$ cat src/rtl/pipe_ctrl.sv
// pipe_ctrl: central pipeline controller for the in-order CPU.
//
// Turns per-stage stall requests into a monotonic stall bus, sequences
// exception/ERET redirection (one-cycle freeze, then a one-cycle flush with a
// new-PC pulse), and provides a sticky stall watchdog and a saturating
// redirect counter.
//
// Ports:
//   clk            in   system clock, rising edge
//   resetn         in   asynchronous active-low reset
//   stallreq       in   [STALL_W]  stage s freezes itself and all upstream stages
//   except_req     in   exception committed in mem (single-cycle pulse)
//   except_target  in   [PC_W]     exception handler address
//   eret_req       in   ERET committed in mem (single-cycle pulse)
//   epc            in   [PC_W]     ERET return address
//   stall          out  [STALL_W]  stall bus, contiguous ones from bit 0
//   flush          out  clear all pipeline registers (registered)
//   new_pc         out  [PC_W]     redirect address (registered, held)
//   new_pc_valid   out  fetch loads new_pc (registered pulse with flush)
//   wdog_timeout   out  sticky watchdog flag
//   flush_cnt      out  [CNT_W]    saturating count of redirects taken
//
// state    | meaning
// ---------+-----------------------------------------------------------
// ST_RUN   | normal operation; stall follows stallreq, redirect freezes all
// ST_FLUSH | one-cycle flush; stall released, new requests ignored

module pipe_ctrl #(
   parameter int STALL_W  = 8,
   parameter int PC_W     = 32,
   parameter int WDOG_MAX = 1023,
   parameter int CNT_W    = 16
) (
   input  logic               clk,
   input  logic               resetn,
   input  logic [STALL_W-1:0] stallreq,
   input  logic               except_req,
   input  logic [PC_W-1:0]    except_target,
   input  logic               eret_req,
   input  logic [PC_W-1:0]    epc,
   output logic [STALL_W-1:0] stall,
   output logic               flush,
   output logic [PC_W-1:0]    new_pc,
   output logic               new_pc_valid,
   output logic               wdog_timeout,
   output logic [CNT_W-1:0]   flush_cnt
);

   localparam int WDOG_W = $clog2(WDOG_MAX + 1);
   // The flag trips on the edge where the count would reach WDOG_MAX.
   localparam logic [WDOG_W-1:0] WDOG_LAST = WDOG_W'(WDOG_MAX - 1);

   typedef enum logic {
      ST_RUN   = 1'b0,
      ST_FLUSH = 1'b1
   } state_t;

   state_t              state_q, state_d;
   logic                flush_q, flush_d;
   logic                new_pc_valid_q, new_pc_valid_d;
   logic [PC_W-1:0]     new_pc_q, new_pc_d;
   logic [CNT_W-1:0]    flush_cnt_q, flush_cnt_d;
   logic                wdog_timeout_q, wdog_timeout_d;
   logic [WDOG_W-1:0]   wdog_cnt_q, wdog_cnt_d;
   logic [STALL_W-1:0]  stall_therm;
   logic [STALL_W-1:0]  stall_c;
   logic                acc;

   // Thermometer: stall[i] is set when any request at index >= i is set.
   always_comb begin
      acc         = 1'b0;
      stall_therm = '0;
      for (int i = STALL_W - 1; i >= 0; i--) begin
         acc            = acc | stallreq[i];
         stall_therm[i] = acc;
      end
   end

   always_comb begin
      state_d        = state_q;
      flush_d        = 1'b0;
      new_pc_valid_d = 1'b0;
      new_pc_d       = new_pc_q;
      flush_cnt_d    = flush_cnt_q;
      stall_c        = '0;

      case (state_q)
         ST_RUN: begin
            if (except_req || eret_req) begin
               stall_c        = '1;
               state_d        = ST_FLUSH;
               flush_d        = 1'b1;
               new_pc_valid_d = 1'b1;
               new_pc_d       = except_req ? except_target : epc;
               if (flush_cnt_q != '1) begin
                  flush_cnt_d = flush_cnt_q + CNT_W'(1);
               end
            end else begin
               stall_c = stall_therm;
            end
         end
         ST_FLUSH: begin
            state_d = ST_RUN;
         end
         default: begin
            state_d = ST_RUN;
         end
      endcase

      // The stall bus is combinational; keep it quiet while reset is held.
      if (!resetn) begin
         stall_c = '0;
      end

      wdog_timeout_d = wdog_timeout_q;
      wdog_cnt_d     = '0;
      if (stall_c != '0) begin
         if (wdog_cnt_q == WDOG_LAST) begin
            wdog_timeout_d = 1'b1;
            wdog_cnt_d     = '0;
         end else begin
            wdog_cnt_d = wdog_cnt_q + WDOG_W'(1);
         end
      end
   end

   always_ff @(posedge clk or negedge resetn) begin
      if (!resetn) begin
         state_q        <= ST_RUN;
         flush_q        <= 1'b0;
         new_pc_valid_q <= 1'b0;
         new_pc_q       <= '0;
         flush_cnt_q    <= '0;
         wdog_timeout_q <= 1'b0;
         wdog_cnt_q     <= '0;
      end else begin
         state_q        <= state_d;
         flush_q        <= flush_d;
         new_pc_valid_q <= new_pc_valid_d;
         new_pc_q       <= new_pc_d;
         flush_cnt_q    <= flush_cnt_d;
         wdog_timeout_q <= wdog_timeout_d;
         wdog_cnt_q     <= wdog_cnt_d;
      end
   end

   assign stall        = stall_c;
   assign flush        = flush_q;
   assign new_pc       = new_pc_q;
   assign new_pc_valid = new_pc_valid_q;
   assign wdog_timeout = wdog_timeout_q;
   assign flush_cnt    = flush_cnt_q;

endmodule

$ cat config.mk
export PLATFORM = sky130hd
export DESIGN_NAME = pipe_ctrl
export DESIGN_NICKNAME = d
export VERILOG_FILES = /design/src/rtl/pipe_ctrl.sv
export SDC_FILE = /design/constraint.sdc
export NUM_CORES = 1
export LEC_CHECK = 0
export BUFFER_PORTS_ARGS = -buffer_cell sky130_fd_sc_hd__buf_2
export CORE_MARGIN = 2
export CORE_UTILIZATION = 30
export DETAILED_ROUTE_END_ITERATION = 12
export RECOVER_POWER = 100
export SYNTH_ARGS = -nofsm -noshare
export SYNTH_HDL_FRONTEND = slang
export SYNTH_SLANG_ARGS = --single-unit
$ cat constraint.sdc
create_clock -name clk -period 2.3 [get_ports clk]
set_input_delay 0.345 -clock clk [delete_from_list [all_inputs] [get_ports clk]]
set_output_delay 0.345 -clock clk [all_outputs]
set_load 0.005 [all_outputs]
**After elaboration in Yosys (flattened, before gate mapping)**

Cells that the tools add are included.

- Register bits: 61
- Input bits: 76
- Output and inout bits: 59

- Add/sub/neg operators: 2
- Eq/ne operators: 2
- Mux-type cells: 9
- Bitwise logic cells: 8
- Reduce and logical (&&, ||, !) cells: 5

Operators with widths:

| operator | number |
|---|---|
| 2-to-1 mux 32 bit | 1 |
| 2-to-1 mux 8 bit | 3 |
| 2-to-1 mux 10 bit | 2 |
| adder 16 x 1 -> 16 bit (second input constant) | 1 |
| inequality test 16 bit (second input constant) | 1 |
| adder 10 x 1 -> 10 bit (second input constant) | 1 |
| equality test 10 bit (second input constant) | 1 |
| nonzero test 8 bit | 1 |
| bitwise OR 1 bit | 7 |
| AND reduction 2 bit | 2 |
| AND reduction 3 bit | 1 |
| 2-to-1 mux 1 bit | 2 |
| one-hot mux 1 bit (2 select lines) | 1 |
| logical OR 1 bit | 1 |
| inverter 1 bit | 1 |

**Depth between registers and ports, before layout**

Gate-level depths: netlist (run 1).

- Depth after elaboration: 12
- Mapped depth: 6
- Mapped depth without buffers: 5

**Worst setup path after synthesis (run 1)**

Ideal clock, no wire load.

- Path type: flip-flop to flip-flop
- From: reg new_pc_valid (netlist name)
- To: reg flush_cnt_q[15] (netlist: flush_cnt[15])
- Data arrival time: 1.603 ns
- Setup slack: 0.572 ns
- Cell stages (with the launch flop): 6
- Buffers on the path: 1
- Clock period less this slack: 1.728 ns
- Path through: dfrtp_1 o21bai_2 or3_1 buf_2 nor4_2 mux2_2

RTL lines:

| item | RTL line | source |
|---|---|---|
| end signal: assignment | 141 | `flush_cnt_q <= flush_cnt_d;` |
| end: declaration | 62 | `logic [CNT_W-1:0] flush_cnt_q, flush_cnt_d;` |

**Worst setup path after layout (run 1)**

- From: in except_req
- To: out stall[7]

- Word-level cells in the longest chain between the ends: 4

Ends and longest elaborated chain:

| item | RTL line | source |
|---|---|---|
| start: declaration | 37 | `input logic except_req,` |
| logical OR 1 bit | 89 | `if (except_req \|\| eret_req) begin` |
| 2-to-1 mux 8 bit | 89 |  |
| 2-to-1 mux 8 bit | 87 | `case (state_q)` |
| 2-to-1 mux 8 bit | 111 | `if (!resetn) begin` |
| end: declaration | 41 | `output logic [STALL_W-1:0] stall,` |

No other way between the ends.

==> results of run 1 <==
worst paths after layout:
kind / start / to / cells after the start
setup reg to reg: flush_cnt[11] / flush_cnt[1] / 4
max in group asynchronous: resetn / new_pc[8] / 2
hold / removal: epc[2] / new_pc[2] / 3
hold reg to reg: wdog_timeout / wdog_timeout / 1
min in group asynchronous: resetn / new_pc[16] / 2
setup / recovery: except_req / stall[7] / 5
layer usage:
| layer | vias to the layer above | share of wire | GRT usage |
|---|---|---|---|
| met4 | 0 | 0.0072 | 0.0486 |
| met2 | 93 | 0.48 | 0.221 |
| li1 | 1285 | - | - |
| met1 | 1235 | 0.44 | 0.186 |
| met3 | 8 | 0.069 | 0.0292 |
| met5 | - | 0 | 0 |
per-stage QoR:
stage / utilization / total power, uW / area [um2] / hold WS, ns
after floorplan: - / 1810 / 2950 / 0.0494
after global placement: 0.389 / 2200 / 3750 / 0.443
after detailed placement: 0.389 / 2220 / 3750 / 0.465
after CTS: 0.407 / 3080 / 3920 / 0.281
after global routing: 0.395 / 3190 / 3810 / 0.313
final: 0.395 / 2980 / 3810 / 0.299
sequential cells by signal (all words and copies together), names as in the netlist:
| register | flops |
|---|---|
| flush_cnt | 16 |
| new_pc | 32 |
| new_pc_valid | 1 |
| wdog_cnt_q | 10 |
| wdog_timeout | 1 |
report_power, final:
part	switching, uW	total, uW	internal (uW)
clock network	396	838	442
registers	189	1440	1250
logic	379	700	320
total	965	2980	2020
Yosys cell counts (5+ instances only):
cell,number
xor2_1,10
o21ai_0,32
nand3_1,9
mux2i_1,33
inv_1,11
a31oi_1,7
a21oi_1,9
nor3_1,8
nor2_1,20
and3_1,5
nand2_1,40
dfrtp_1,60
clkbuf_1,10
kinds of logic (layout without fill, tap and decap cells):
kind of cell             after synthesis  after routing  share of synthesized area
multiplexers                          35             35                      0.120
AO/OA/AOI/OAI                         58             58                      0.113
flip-flops                            60             60                      0.510
buffers and inverters                 27            164                     0.0378
XOR/XNOR                              13             13                     0.0386
AND/OR/NAND/NOR                       97             97                      0.169
adder cells (fa/ha/maj)                3              3                     0.0127
area by class of cell:
cell class                 instances  area [um2]  area share
timing repair buffer             138         638       0.167
inverter                          11        41.3      0.0108
clock buffer                      13         159      0.0417
clock inverter                     2        10.0     0.00263
sequential                        60        1500       0.394
tap                              133         166      0.0437
multi-input combinational        206        1290       0.340
worst min-delay path: cells and delay by family:
kind / cells / cell delay, ns
AOI/OAI and AO/OA: 1 / 0.13
buffers and inverters: 1 / 0.07
muxes: 1 / 0.05
==> results.py, run 1 <==
metrics = {
    "floorplanning": {
        "die_h_um": 103,
        "die_w_um": 103,
        "dieArea_mm2": 0.0106,
        "start_util": 0.306,
        "coreArea_mm2": 0.00964,
        "num_rows": 36,
        "io_pins": 135,
    },
    "clocking": {
        "insertion_delay_ns": 0.32,
        "cts_buffers": 9,
        "cts-root-buf": "clkbuf_8",
        "cts_resized": 0,
        "clock-sinks": 60,
        "cts_tree": "done",
        "holdBufCountCts": 0,
        "clkTransAtPathRegs_ns": 0.07,
        "htreeDepth": 3,
        "post_cts_buffers": 0,
        "cts_buffer_depth": 2,
    },
    "grt": {
        "antenna_found_initial": 0,
        "grt-ovfl-total": 0,
        "grt_first_pass_wirelength_mm": 11.5,
        "grt_pass1_vias": 2403,
        "grt_max_degree": 61,
        "groute.usage.overall": 0.138,
    },
    "finish": {
        "nets": 505,
        "n_fill_cell": 1044,
        "final_cells": 563,
        "drive_gt1_frac": 0.263,
        "layout_common_cells": "90 x buf_2, 60 x dfrtp_1, 46 x clkbuf_1, 40 x nand2_1",
        "antenna_cells": 0,
        "layout_commonest_cell": "buf_2",
        "areaGrowthSynthToFinish_pct": 29.3,
    },
    "synth": {
        "synth_top_area_share": 0.510,
        "synth.net_count": 372,
        "ys.flop_type": "dfrtp_1",
        "yosysTopAreaCell": "dfrtp_1",
        "syn-mean-instance-area_um2": 10.1,
        "yosysUniqueCellTypes": 38,
        "ys.warnings.count": 0,
        "yosys_register_bits": 60,
        "syn_area_mm2": 0.00295,
        "syn_inst": 293,
        "ys_seq_area_frac": 0.510,
        "synth_edf_count": 0,
        "async_flop_share": 1.00,
        "synth_area_leaders": "dfrtp_1 51%, mux2i_1 11%, o21ai_0 5.4%, nand2_1 5.1%, xor2_1 3.0%",
    },
    "placement": {
        "portBuffers": 134,
        "place_inst": 548,
        "dp_hpwl_mm": 5.40,
        "dp_slack_ns": 0.438,
        "place_congestion": 0.811,
    },
    "run_status": {
        "violations": "capacitance limit, slew limit",
        "status": "finished, violations left",
    },
    "detailed_routing": {
        "drt_iter0_drc": 84,
        "drc": 0,
        "avgRoutedWirePerCell_um": 13.1,
        "vias": 2621,
        "wl_mm": 7.38,
        "vias_per_cell": 4.66,
        "first_pass_iters": 4,
        "ant_nets": 0,
    },
    "pwr": {
        "static-leakage-power_uw": 0.00183,
        "max-vdd-ir-drop_uv": 478,
        "power.density_mw_per_mm2": 782,
    },
    "worst_hold_path": {
        "min_path_type": "in2reg",
    },
    "setup_path": {
        "critical_path.max_stage_delay_ns": 0.82,
        "path_max_fanout": 32,
        "path_class": "in2out",
        "start_kind": "input pin",
        "ff2ff_setup_slack_ns": 0.33,
        "path_delay_family": "buffers and inverters",
        "crit_buf_inv": 3,
        "worstPathRequired_ns": 1.96,
        "path_cells": "buf_2 -> clkbuf_2 -> nor3_1 -> nor2_1 -> clkbuf_1",
        "cp-end-kind": "primary output",
        "arrival_ns": 1.71,
        "cpMaxStageDelayCell": "clkbuf_2",
    },
    "run": {
        "cap_violations": 1,
    },
    "sta": {
        "drv_slew": 60,
        "finalCritPeriodShare": 0.892,
        "finClkSkew_ns": 0.00528,
        "fin_tns_setup_ns": 0,
        "fmax_mhz": 487,
        "hold_viol": 0,
        "finalSetupViolations": 0,
        "worst_pin_slew_ns": 1.51,
        "slew_headroom": -0.00405,
        "fin_crit_ns": 2.05,
        "fin_ws_ns": 0.248,
        "rsz0062_at_grt": "false",
    },
}
Note: power is estimated with default switching activity, not from simulation.
==> inputs of run 2 (changes only) <==
--- a/config.mk
+++ b/config.mk
@@ -10,6 +10,7 @@
 export CORE_UTILIZATION = 30
 export DETAILED_ROUTE_END_ITERATION = 12
 export RECOVER_POWER = 100
+export REMOVE_ABC_BUFFERS = 1
 export SYNTH_ARGS = -nofsm -noshare
 export SYNTH_HDL_FRONTEND = slang
 export SYNTH_SLANG_ARGS = --single-unit
==> run 2 against run 1 <==
  * Design area up 1.8%
  * Clock power up 32%
  * Maximum frequency up 5.5%
  * Critical path depth unchanged
  * Die area unchanged
  * Sequential power about the same
  * Worst hold slack worse by 0.0017 ns
  * Critical endpoint unchanged
  * Non-clock buffer count unchanged
  * Total power up 8.5%
  * Clock-buffer cell count down 1
  * Critical path type unchanged
  * Largest cell class unchanged
  * The run ends with capacitance limit left
==> results.py, run 2 (synthesis gave the netlist of run 1 again) <==
metrics = {
    "run_status": {
        "status": "finished, violations left",
        "violations": "capacitance limit",
    },
    "setup_path": {
        "ff2ff_setup_slack_ns": 0.37,
        "arrival_ns": 1.60,
        "cpMaxStageDelayCell": "clkbuf_2",
        "r2r_cells": 5,
        "cp-end-kind": "primary output",
        "rr_endpoint": "flush_cnt[12]",
        "path_cells": "clkbuf_1 -> clkbuf_2 -> nor3_1 -> nor2_1 -> clkbuf_1",
        "worstReg2RegStart": "flush_cnt[0]",
        "path_max_fanout": 22,
        "path_class": "in2out",
        "cpMostUsedCell": "clkbuf_1",
        "start_kind": "input pin",
        "worstPathRequired_ns": 1.96,
        "critical_path.max_stage_delay_ns": 0.65,
    },
    "clocking": {
        "cts_buffers": 9,
        "clock-sinks": 60,
        "htreeDepth": 3,
        "post_cts_buffers": 0,
        "cts_buffer_depth": 2,
        "holdBufCountCts": 0,
        "clkTransAtPathRegs_ns": 0.07,
        "cts-root-buf": "clkbuf_8",
        "cts_resized": 0,
        "cts_tree": "done",
        "insertion_delay_ns": 0.34,
    },
    "finish": {
        "layout_common_cells": "84 x buf_2, 60 x dfrtp_1, 49 x clkbuf_1, 40 x nand2_1",
        "multiInputGateArea_mm2": 0.00130,
        "largest_reg_flops": 32,
        "drive_gt1_frac": 0.255,
        "areaGrowthSynthToFinish_pct": 31.7,
        "utilization": 0.403,
        "antenna_cells": 0,
        "register_area_mm2": 0.00150,
        "layout_commonest_cell": "buf_2",
        "fin_area_mm2": 0.00388,
        "nets": 505,
        "n_fill_cell": 994,
    },
    "pwr": {
        "static-leakage-power_uw": 0.00186,
        "max-vdd-ir-drop_uv": 519,
        "power.density_mw_per_mm2": 834,
    },
    "placement": {
        "portBuffers": 134,
        "place_congestion": 0.806,
        "dp_hpwl_mm": 5.37,
        "placed_area_mm2": 0.00375,
    },
    "floorplanning": {
        "start_util": 0.306,
        "dieArea_mm2": 0.0106,
        "coreArea_mm2": 0.00964,
        "num_rows": 36,
        "die_w_um": 103,
        "io_pins": 135,
        "die_h_um": 103,
    },
    "sta": {
        "finalCritPeriodShare": 0.846,
        "finClkSkew_ns": 0.00732,
        "worst_pin_slew_ns": 1.50,
        "rsz0062_at_grt": "false",
        "fmax_mhz": 514,
        "fin_crit_ns": 1.95,
        "hold_viol": 0,
        "slew_headroom": 0.000897,
        "drv_slew": 0,
        "finalSetupViolations": 0,
    },
    "worst_hold_path": {
        "min_path_type": "in2reg",
        "min_to": "new_pc[5]",
        "min_path_cells": 3,
        "hold_path.startpoint": "epc[5]",
    },
    "grt": {
        "grt_first_pass_wirelength_mm": 11.4,
        "grt-ovfl-total": 0,
        "grt_max_degree": 64,
        "groute.usage.overall": 0.139,
        "grt_pass1_vias": 2499,
        "antenna_found_initial": 0,
    },
    "detailed_routing": {
        "avgRoutedWirePerCell_um": 12.7,
        "drt_iter0_drc": 75,
        "wl_mm": 7.17,
        "drc": 0,
        "vias": 2600,
        "first_pass_iters": 4,
        "ant_nets": 0,
        "vias_per_cell": 4.61,
    },
    "run": {
        "cap_violations": 1,
    },
}
==> run 2: worst max-delay path: cells and delay by family <==
kind	cells	cell delay [ns]
simple gates	2	0.23
buf+inv	3	1.03
==> run 2: power by group <==
group | internal, uW | total (uW) | switching [uW]
logic | 308 | 691 | 384
registers | 1250 | 1440 | 183
clock network | 695 | 1110 | 412
total | 2260 | 3230 | 978
==> run 2: worst max-delay path by stage <==
stage / from / to / slack (ns) / cells past startpoint
global route: flush_cnt[0] / flush_cnt[12] / 0.15 / 5
floorplan: eret_req / flush_cnt[15] / -0.03 / 4
global placement: except_req / flush_cnt[1] / 0.50 / 5
CTS: new_pc_valid / stall[0] / 0.31 / 3
detailed placement: except_req / flush_cnt[1] / 0.44 / 5
finish: except_req / stall[7] / 0.35 / 5
==> run 2: metrics by stage <==
stage	worst slack, ns	std cells	power (uW)	TNS, ns	hold slack [ns]
2_1_floorplan	-0.0251	277	1780	-0.0251	0.0494
3_3_place_gp	0.497	548	2200	0	0.443
3_5_place_dp	0.444	548	2220	0	0.446
4_1_cts	0.313	564	3350	0	0.236
5_1_grt	0.155	564	3470	0	0.309
6_report	0.355	564	3230	0	0.298
==> run 2: final cells by class <==
cell class	instances	share of cell area
well taps	133	0.0429
inverters	11	0.0106
flip-flops and latches	60	0.387
repair buffers	138	0.163
clock buffers	12	0.0426
clock inverters	4	0.0181
multi-input cells	206	0.336
==> run 2: per-layer routing <==
layer  vias to the layer above  part of all wire  track usage
met5                         -                 0            0
met4                         0             0.010       0.0557
met3                         7             0.060       0.0447
met2                        81              0.49        0.233
met1                      1227              0.44        0.166
li1                       1285                 -            -
